==> src/rtl/load_store_unit_pkg.sv <==
// -----------------------------------------------------------------------------
// load_store_unit_pkg
//   Shared definitions for the load/store unit: access size encodings,
//   response error codes, the FSM state type, the default memory timeout and
//   a helper that classifies a request as legal, misaligned or illegal-size.
// -----------------------------------------------------------------------------
package load_store_unit_pkg;

    // req_size encodings
    localparam logic [1:0] SIZE_BYTE = 2'b00;
    localparam logic [1:0] SIZE_HALF = 2'b01;
    localparam logic [1:0] SIZE_WORD = 2'b10;
    localparam logic [1:0] SIZE_ILL  = 2'b11;

    // resp_err codes
    localparam logic [1:0] ERR_OK       = 2'b00;
    localparam logic [1:0] ERR_MISALIGN = 2'b01;
    localparam logic [1:0] ERR_TIMEOUT  = 2'b10;
    localparam logic [1:0] ERR_ILL_SIZE = 2'b11;

    // Cycles spent in ACCESS waiting for mem_ack before the access is abandoned
    localparam int TIMEOUT_CYCLES_DEFAULT = 16;

    typedef enum logic [1:0] {
        ST_IDLE   = 2'd0,
        ST_ACCESS = 2'd1,
        ST_RESP   = 2'd2
    } lsu_state_e;

    // Classify a request before it reaches memory. An illegal size outranks
    // misalignment, so it is tested first.
    function automatic logic [1:0] lsu_req_err(input logic [1:0] size,
                                               input logic [1:0] offset);
        logic [1:0] err;
        err = ERR_OK;
        if (size == SIZE_ILL) begin
            err = ERR_ILL_SIZE;
        end else if (size == SIZE_HALF && offset[0]) begin
            err = ERR_MISALIGN;
        end else if (size == SIZE_WORD && offset != 2'b00) begin
            err = ERR_MISALIGN;
        end
        return err;
    endfunction

endpackage

==> src/rtl/load_store_unit_lane_align.sv <==
// -----------------------------------------------------------------------------
// lsu_lane_align
//   Purely combinational big-endian lane logic for the load/store unit.
//   Byte offset k lives in bits [31-8k:24-8k] and is enabled by mem_be[3-k].
//
//   Store side (placement):
//     st_size, st_offset   access size and byte offset of the store
//     st_wdata             right-justified store data
//     st_be                byte enables for the addressed lanes
//     st_data              store data replicated across all lanes
//   Load side (extraction):
//     ld_size, ld_offset   access size and byte offset of the load
//     ld_unsigned          1 = zero-extend, 0 = sign-extend (ignored for words)
//     ld_rdata             word returned by memory
//     ld_data              addressed lane, extended to 32 bits
// -----------------------------------------------------------------------------
module lsu_lane_align
    import load_store_unit_pkg::*;
(
    input  logic [1:0]  st_size,
    input  logic [1:0]  st_offset,
    input  logic [31:0] st_wdata,
    output logic [3:0]  st_be,
    output logic [31:0] st_data,
    input  logic [1:0]  ld_size,
    input  logic [1:0]  ld_offset,
    input  logic        ld_unsigned,
    input  logic [31:0] ld_rdata,
    output logic [31:0] ld_data
);

    logic [7:0]  ld_byte;
    logic [15:0] ld_half;

    // Replicating the data means the memory only needs mem_be to pick lanes;
    // no shifter is required on the write path.
    always_comb begin
        // NOTE: every output of a combinational block gets a default first so no path leaves it unassigned and infers a latch.
        st_be   = 4'b0000;
        st_data = st_wdata;
        case (st_size)
            SIZE_BYTE: begin
                st_be   = 4'b1000 >> st_offset;
                st_data = {4{st_wdata[7:0]}};
            end
            SIZE_HALF: begin
                st_be   = st_offset[1] ? 4'b0011 : 4'b1100;
                st_data = {2{st_wdata[15:0]}};
            end
            SIZE_WORD: begin
                st_be   = 4'b1111;
            end
            default: begin
                st_be   = 4'b0000;
            end
        endcase
    end

    always_comb begin
        ld_byte = 8'h00;
        case (ld_offset)
            2'd0:    ld_byte = ld_rdata[31:24];
            2'd1:    ld_byte = ld_rdata[23:16];
            2'd2:    ld_byte = ld_rdata[15:8];
            default: ld_byte = ld_rdata[7:0];
        endcase
        ld_half = ld_offset[1] ? ld_rdata[15:0] : ld_rdata[31:16];

        ld_data = 32'h0;
        case (ld_size)
            SIZE_BYTE: ld_data = {{24{~ld_unsigned & ld_byte[7]}}, ld_byte};
            SIZE_HALF: ld_data = {{16{~ld_unsigned & ld_half[15]}}, ld_half};
            SIZE_WORD: ld_data = ld_rdata;
            default:   ld_data = 32'h0;
        endcase
    end

endmodule

==> src/rtl/load_store_unit.sv <==
// -----------------------------------------------------------------------------
// load_store_unit
//   Single-outstanding big-endian load/store unit. Accepts one request in IDLE,
//   performs a single word access to data memory in ACCESS, and returns a
//   one-cycle response in RESP. Misaligned or illegal-size requests skip
//   memory entirely; an access that sees no mem_ack for TIMEOUT_CYCLES cycles
//   is abandoned with a timeout error. Every output is a flop.
//
//   Ports:
//     clk, rst          clock, synchronous active-high reset
//     req_*             request handshake and fields (valid/ready)
//     resp_valid        one-cycle response strobe
//     resp_rdata        extended load data (0 for stores and errors)
//     resp_err          00 ok, 01 misaligned, 10 timeout, 11 illegal size
//     mem_addr          word-aligned address to data memory
//     mem_wdata, mem_be lane-placed store data and byte enables
//     mem_lw_en/sw_en   load / store strobes, held for the whole access
//     mem_rdata, mem_ack  memory read data and completion
// -----------------------------------------------------------------------------
module load_store_unit
    import load_store_unit_pkg::*;
#(
    parameter int TIMEOUT_CYCLES = TIMEOUT_CYCLES_DEFAULT
) (
    input  logic        clk,
    input  logic        rst,
    input  logic        req_valid,
    output logic        req_ready,
    input  logic        req_we,
    input  logic [1:0]  req_size,
    input  logic        req_unsigned,
    input  logic [31:0] req_addr,
    input  logic [31:0] req_wdata,
    output logic        resp_valid,
    output logic [31:0] resp_rdata,
    output logic [1:0]  resp_err,
    output logic [31:0] mem_addr,
    output logic [31:0] mem_wdata,
    output logic [3:0]  mem_be,
    output logic        mem_lw_en,
    output logic        mem_sw_en,
    input  logic [31:0] mem_rdata,
    input  logic        mem_ack
);

    localparam int               CNT_W    = $clog2(TIMEOUT_CYCLES + 1);
    localparam logic [CNT_W-1:0] CNT_LAST = CNT_W'(TIMEOUT_CYCLES - 1);

    lsu_state_e        state_q, state_d;
    logic              req_ready_q, req_ready_d;
    logic              resp_valid_q, resp_valid_d;
    logic [31:0]       resp_rdata_q, resp_rdata_d;
    logic [1:0]        resp_err_q, resp_err_d;
    logic [31:0]       mem_addr_q, mem_addr_d;
    logic [31:0]       mem_wdata_q, mem_wdata_d;
    logic [3:0]        mem_be_q, mem_be_d;
    logic              mem_lw_en_q, mem_lw_en_d;
    logic              mem_sw_en_q, mem_sw_en_d;
    logic [CNT_W-1:0]  cnt_q, cnt_d;

    // Request fields latched at acceptance, needed later to extract load data
    logic              we_q, we_d;
    logic [1:0]        size_q, size_d;
    logic [1:0]        offset_q, offset_d;
    logic              unsigned_q, unsigned_d;

    logic [3:0]        place_be;
    logic [31:0]       place_data;
    logic [31:0]       load_data;
    logic [1:0]        req_err;

    // Placement works on the live request (it is registered at acceptance);
    // extraction works on the latched fields against the returning word.
    lsu_lane_align u_lane_align (
        .st_size     (req_size),
        .st_offset   (req_addr[1:0]),
        .st_wdata    (req_wdata),
        .st_be       (place_be),
        .st_data     (place_data),
        .ld_size     (size_q),
        .ld_offset   (offset_q),
        .ld_unsigned (unsigned_q),
        .ld_rdata    (mem_rdata),
        .ld_data     (load_data)
    );

    assign req_err = lsu_req_err(req_size, req_addr[1:0]);

    always_comb begin
        state_d      = state_q;
        req_ready_d  = req_ready_q;
        resp_valid_d = 1'b0;
        resp_rdata_d = resp_rdata_q;
        resp_err_d   = resp_err_q;
        mem_addr_d   = mem_addr_q;
        mem_wdata_d  = mem_wdata_q;
        mem_be_d     = mem_be_q;
        mem_lw_en_d  = mem_lw_en_q;
        mem_sw_en_d  = mem_sw_en_q;
        cnt_d        = cnt_q;
        we_d         = we_q;
        size_d       = size_q;
        offset_d     = offset_q;
        unsigned_d   = unsigned_q;

        case (state_q)
            ST_IDLE: begin
                if (req_valid && req_ready_q) begin
                    we_d        = req_we;
                    size_d      = req_size;
                    offset_d    = req_addr[1:0];
                    unsigned_d  = req_unsigned;
                    req_ready_d = 1'b0;
                    if (req_err != ERR_OK) begin
                        // Rejected requests never touch memory
                        state_d      = ST_RESP;
                        resp_valid_d = 1'b1;
                        resp_err_d   = req_err;
                        resp_rdata_d = 32'h0;
                    end else begin
                        state_d     = ST_ACCESS;
                        mem_addr_d  = {req_addr[31:2], 2'b00};
                        mem_wdata_d = place_data;
                        mem_be_d    = place_be;
                        mem_lw_en_d = ~req_we;
                        mem_sw_en_d = req_we;
                        cnt_d       = '0;
                    end
                end
            end

            ST_ACCESS: begin
                // mem_ack is tested first so an ack on the final cycle wins
                if (mem_ack) begin
                    state_d      = ST_RESP;
                    mem_lw_en_d  = 1'b0;
                    mem_sw_en_d  = 1'b0;
                    resp_valid_d = 1'b1;
                    resp_err_d   = ERR_OK;
                    resp_rdata_d = we_q ? 32'h0 : load_data;
                end else if (cnt_q == CNT_LAST) begin
                    state_d      = ST_RESP;
                    mem_lw_en_d  = 1'b0;
                    mem_sw_en_d  = 1'b0;
                    resp_valid_d = 1'b1;
                    resp_err_d   = ERR_TIMEOUT;
                    resp_rdata_d = 32'h0;
                end else begin
                    cnt_d = cnt_q + 1'b1;
                end
            end

            ST_RESP: begin
                state_d     = ST_IDLE;
                req_ready_d = 1'b1;
            end

            default: begin
                state_d     = ST_IDLE;
                req_ready_d = 1'b1;
            end
        endcase
    end

    always_ff @(posedge clk) begin
        if (rst) begin
            // NOTE: sequential state is only ever written with <= so every flop samples the pre-edge value of every other flop.
            state_q      <= ST_IDLE;
            req_ready_q  <= 1'b1;
            resp_valid_q <= 1'b0;
            resp_rdata_q <= 32'h0;
            resp_err_q   <= ERR_OK;
            mem_addr_q   <= 32'h0;
            mem_wdata_q  <= 32'h0;
            mem_be_q     <= 4'b0000;
            mem_lw_en_q  <= 1'b0;
            mem_sw_en_q  <= 1'b0;
            cnt_q        <= '0;
            we_q         <= 1'b0;
            size_q       <= SIZE_BYTE;
            offset_q     <= 2'b00;
            unsigned_q   <= 1'b0;
        end else begin
            state_q      <= state_d;
            req_ready_q  <= req_ready_d;
            resp_valid_q <= resp_valid_d;
            resp_rdata_q <= resp_rdata_d;
            resp_err_q   <= resp_err_d;
            mem_addr_q   <= mem_addr_d;
            mem_wdata_q  <= mem_wdata_d;
            mem_be_q     <= mem_be_d;
            mem_lw_en_q  <= mem_lw_en_d;
            mem_sw_en_q  <= mem_sw_en_d;
            cnt_q        <= cnt_d;
            we_q         <= we_d;
            size_q       <= size_d;
            offset_q     <= offset_d;
            unsigned_q   <= unsigned_d;
        end
    end

    assign req_ready  = req_ready_q;
    assign resp_valid = resp_valid_q;
    assign resp_rdata = resp_rdata_q;
    assign resp_err   = resp_err_q;
    assign mem_addr   = mem_addr_q;
    assign mem_wdata  = mem_wdata_q;
    assign mem_be     = mem_be_q;
    assign mem_lw_en  = mem_lw_en_q;
    assign mem_sw_en  = mem_sw_en_q;

endmodule

==> config.mk <==
export PLATFORM = sky130hd
export DESIGN_NAME = load_store_unit
export DESIGN_NICKNAME = d
export VERILOG_FILES = /design/src/rtl/load_store_unit_pkg.sv /design/src/rtl/load_store_unit_lane_align.sv /design/src/rtl/load_store_unit.sv
export SDC_FILE = /design/constraint.sdc
export NUM_CORES = 1
export LEC_CHECK = 0
export BUFFER_PORTS_ARGS = -buffer_cell sky130_fd_sc_hd__buf_2
export CORE_ASPECT_RATIO = 1.5
export CORE_MARGIN = 10
export CORE_UTILIZATION = 50
export CTS_BUF_LIST = sky130_fd_sc_hd__clkbuf_4 sky130_fd_sc_hd__clkbuf_8
export CTS_CLUSTER_SIZE = 28
export DETAILED_ROUTE_END_ITERATION = 16
export GPL_TIMING_DRIVEN = 0
export PLACE_DENSITY_LB_ADDON = 0.15
export SYNTH_ARGS = -nofsm -noshare
export SYNTH_HDL_FRONTEND = slang
export SYNTH_SLANG_ARGS = --single-unit
==> constraint.sdc <==
create_clock -name clk -period 2 [get_ports clk]
set_input_delay 0 -clock clk [delete_from_list [all_inputs] [get_ports clk]]
set_output_delay 0 -clock clk [all_outputs]
set_load 0.005 [all_outputs]
==> flow_metrics.tcl <==
set metrics [dict create \
    status "completed" \
    place_congestion 0.956 \
    fin_skew_ns 0.0109 \
    totalWireLength_mm 20.0 \
    ys_warn_count 0 \
    dp_hpwl_mm 13.9 \
    nets 1018 \
    synth.top_cell.area_share 0.456 \
    grt_antenna_before_repair 0 \
    dp_cells 912 \
    worst-slew-pin-transition_ns 0.626 \
    synthFlopType "dfxtp_1" \
    drtIter0Drc 370 \
    rows 45 \
    worstPathArrival_ns 2.20 \
    max_cap_viol_count 0 \
    synth_common_cells "nand2_1 (130), dfxtp_1 (117), a21oi_1 (67), mux2i_1 (32), nor2_1 (30)" \
    synthTopCellsByArea "dfxtp_1 (46%), nand2_1 (9.5%), a21oi_1 (6.5%), mux2i_1 (6.2%), o2bb2ai_1 (4.3%)" \
    critPathMaxFanout 6 \
    vias 5825 \
    drive_above_1_share 0.306 \
    drcViolationCount 0 \
    start_kind "flop" \
    slew_headroom 0.582 \
    synth.distinct_cells 54 \
    grt_max_degree 17 \
    netSwitchingFraction 0.296 \
    yosys.cell_count.top_type "nand2_1" \
    crit_type "reg2reg" \
    syn_inst 589 \
    port_buffers 205 \
    hp-class "in2reg" \
    clk_pin_slew_ns 0.07 \
    synth_area_um2 5130 \
    num-fill-cells 724 \
    io_pins 210 \
    via_per_inst 5.58 \
    finalSetupViolations 0 \
    cts_tree "built" \
    grt_pass1_wl_mm 30.8 \
    track_usage 0.267 \
    fin_crit_ns 1.88 \
    slew_violations 0 \
    synth_top_cell_by_area "dfxtp_1" \
    finalHoldViolations 0 \
    power_frac_seq 0.431 \
    cts_max_path_buffers 2 \
    core-area_um2 10100 \
    clock_latency_ns 0.44 \
    numCtsBuffers 17 \
    clkPwrFrac 0.363 \
    switching_power_w 0.00173 \
    overflow 0 \
    min_period_over_period 0.941 \
    grt_pass1_vias 6060 \
    ant_nets 0 \
    combPwrFrac 0.206 \
    yosysSeqAreaShare 0.456 \
    chipHeight_um 144 \
    htreeDepth 4 \
    cp.required_ns 2.31 \
    die-area_um2 14800 \
    end_kind "flop" \
    power.density_nw_per_um2 760 \
    synth_edf_count 0 \
    syn_area_per_cell_um2 8.71 \
    clock-sinks 117 \
    wl_per_cell_um 19.2 \
    syn_to_final_growth_pct 50.1 \
    dieWidth_um 103 \
    peakVddDrop_mv 0.497 \
    p_leak_nw 3.40 \
    fin_tns_setup_ns 0 \
    power.internal_w 0.00412 \
    first_pass_iters 6 \
    synth-seq-cells 117 \
    root_buffer "clkbuf_8" \
    finalNonFillerCells 1043 \
    fmax_mhz 531 \
    async_reset_ff_frac 0 \
    initial_core_util 0.509 \
]
[power groups by stage]
stage	combinational [W]	sequential, W	clock, W
finish	0.00120	0.00252	0.00213
global route	0.00131	0.00254	0.00228
CTS	0.00117	0.00252	0.00217
detailed placement	0.00102	0.00257	0
global placement	0.000994	0.00256	0
floorplan	0.000591	0.00258	0
[registers in the layout, indices dropped and copies added (netlist names)]
name	count
mem_addr	30
size_q	2
unsigned_q	1
we_q	1
req_ready	1
resp_err	2
mem_be	4
resp_valid	1
cnt_q	5
state_q	2
mem_wdata	32
mem_sw_en	1
resp_rdata	32
mem_lw_en	1
offset_q	2
[per-layer routing]
layer | vias to the layer above | routed length [µm] | track usage
met5 | - | 0 | 0
met1 | 2692 | 6800 | 0.258
met3 | 83 | 1800 | 0.0926
met2 | 308 | 10200 | 0.469
met4 | 0 | 1210 | 0.165
li1 | 2742 | - | -
[cell families (layout without fill, tap and decap cells)]
group	count (synthesis)	count (layout)	synth area share
XOR/XNOR	3	3	0.00512
flip-flops	117	117	0.456
AO/OA/AOI/OAI	185	185	0.243
buffers and inverters	54	389	0.0575
other	1	3	0.000731
AND/OR/NAND/NOR	192	192	0.160
multiplexers	35	35	0.0717
adder cells (fa/ha/maj)	2	2	0.00488
[stage by stage]
step,setup slack (ns),util,hold WS [ns],total power (W),cell area [µm²]
after floorplan,0.201,-,0.117,0.00317,5130
after global placement,0.104,0.626,0.241,0.00356,6310
after detailed placement,0.0116,0.626,0.246,0.00359,6310
after CTS,0.0617,0.761,0.00154,0.00585,7670
after global routing,-0.00865,0.764,0.0333,0.00613,7700
final,0.117,0.764,0.0377,0.00585,7700
[cells in the final DEF (no fill, tap or decap), drive strengths merged, types with 2 or more instances in the layout]
| cell | instances |
|---|---|
| nand2 | 130 |
| a21o | 2 |
| dfxtp | 117 |
| inv | 3 |
| a211oi | 8 |
| nand3 | 3 |
| ha | 2 |
| conb | 2 |
| nor2 | 30 |
| o22ai | 14 |
| a21oi | 70 |
| nor3 | 5 |
| xor2 | 2 |
| bufinv | 2 |
| dlygate4sd3 | 96 |
| a2111oi | 2 |
| a22o | 7 |
| buf | 236 |
| nor2b | 10 |
| clkinvlp | 3 |
| nand2b | 4 |
| clkinv | 9 |
| and3 | 3 |
| a22oi | 17 |
| o211ai | 2 |
| o2bb2ai | 25 |
| a311oi | 9 |
| o21a | 2 |
| clkbuf | 40 |
| o21ai | 20 |
| mux2i | 33 |
[worst max-delay path: stages, from the launching register on]
cell	delay (ns)
dfxtp_1	0.34
ha_1	0.22
and3_1	0.19
ha_2	0.19
nor4b_4	0.40
nor2_1	0.07
a2111oi_1	0.36
[layout make-up]
| class | instances | area, µm² | area share |
|---|---|---|---|
| Antenna cell | 1 | 2.50 | 0.000325 |
| Clock buffer | 17 | 234 | 0.0304 |
| Clock inverter | 15 | 159 | 0.0206 |
| Timing Repair Buffer | 303 | 2000 | 0.260 |
| Sequential cell | 117 | 2340 | 0.304 |
| Buffer | 52 | 288 | 0.0374 |
| Tap cell | 117 | 146 | 0.0190 |
| Inverter | 2 | 7.51 | 0.000975 |
| Multi-Input combinational cell | 419 | 2520 | 0.327 |
[repair_timing]
| action | CTS | global route |
|---|---|---|
| gates resized for setup | 1 | 3 |
| setup buffers | 0 | 2 |
| pin swaps | 0 | 2 |
| hold buffers | 96 | 0 |
| setup endpoints to repair | 1 | 29 |
| endpoints found under the hold margin | 101 | 0 |
[final timing paths]
| check | slack (ns) | endpoint | from | cells after the start |
|---|---|---|---|---|
| setup / recovery | 0.12 | cnt_q[4] | cnt_q[0] | 6 |
| hold reg to reg | 0.45 | mem_addr[27] | mem_addr[27] | 2 |
| setup reg to reg | 0.12 | cnt_q[4] | cnt_q[0] | 6 |
| hold / removal | 0.04 | resp_rdata[12] | mem_rdata[12] | 4 |
Note: power is estimated with default switching activity, not from simulation.
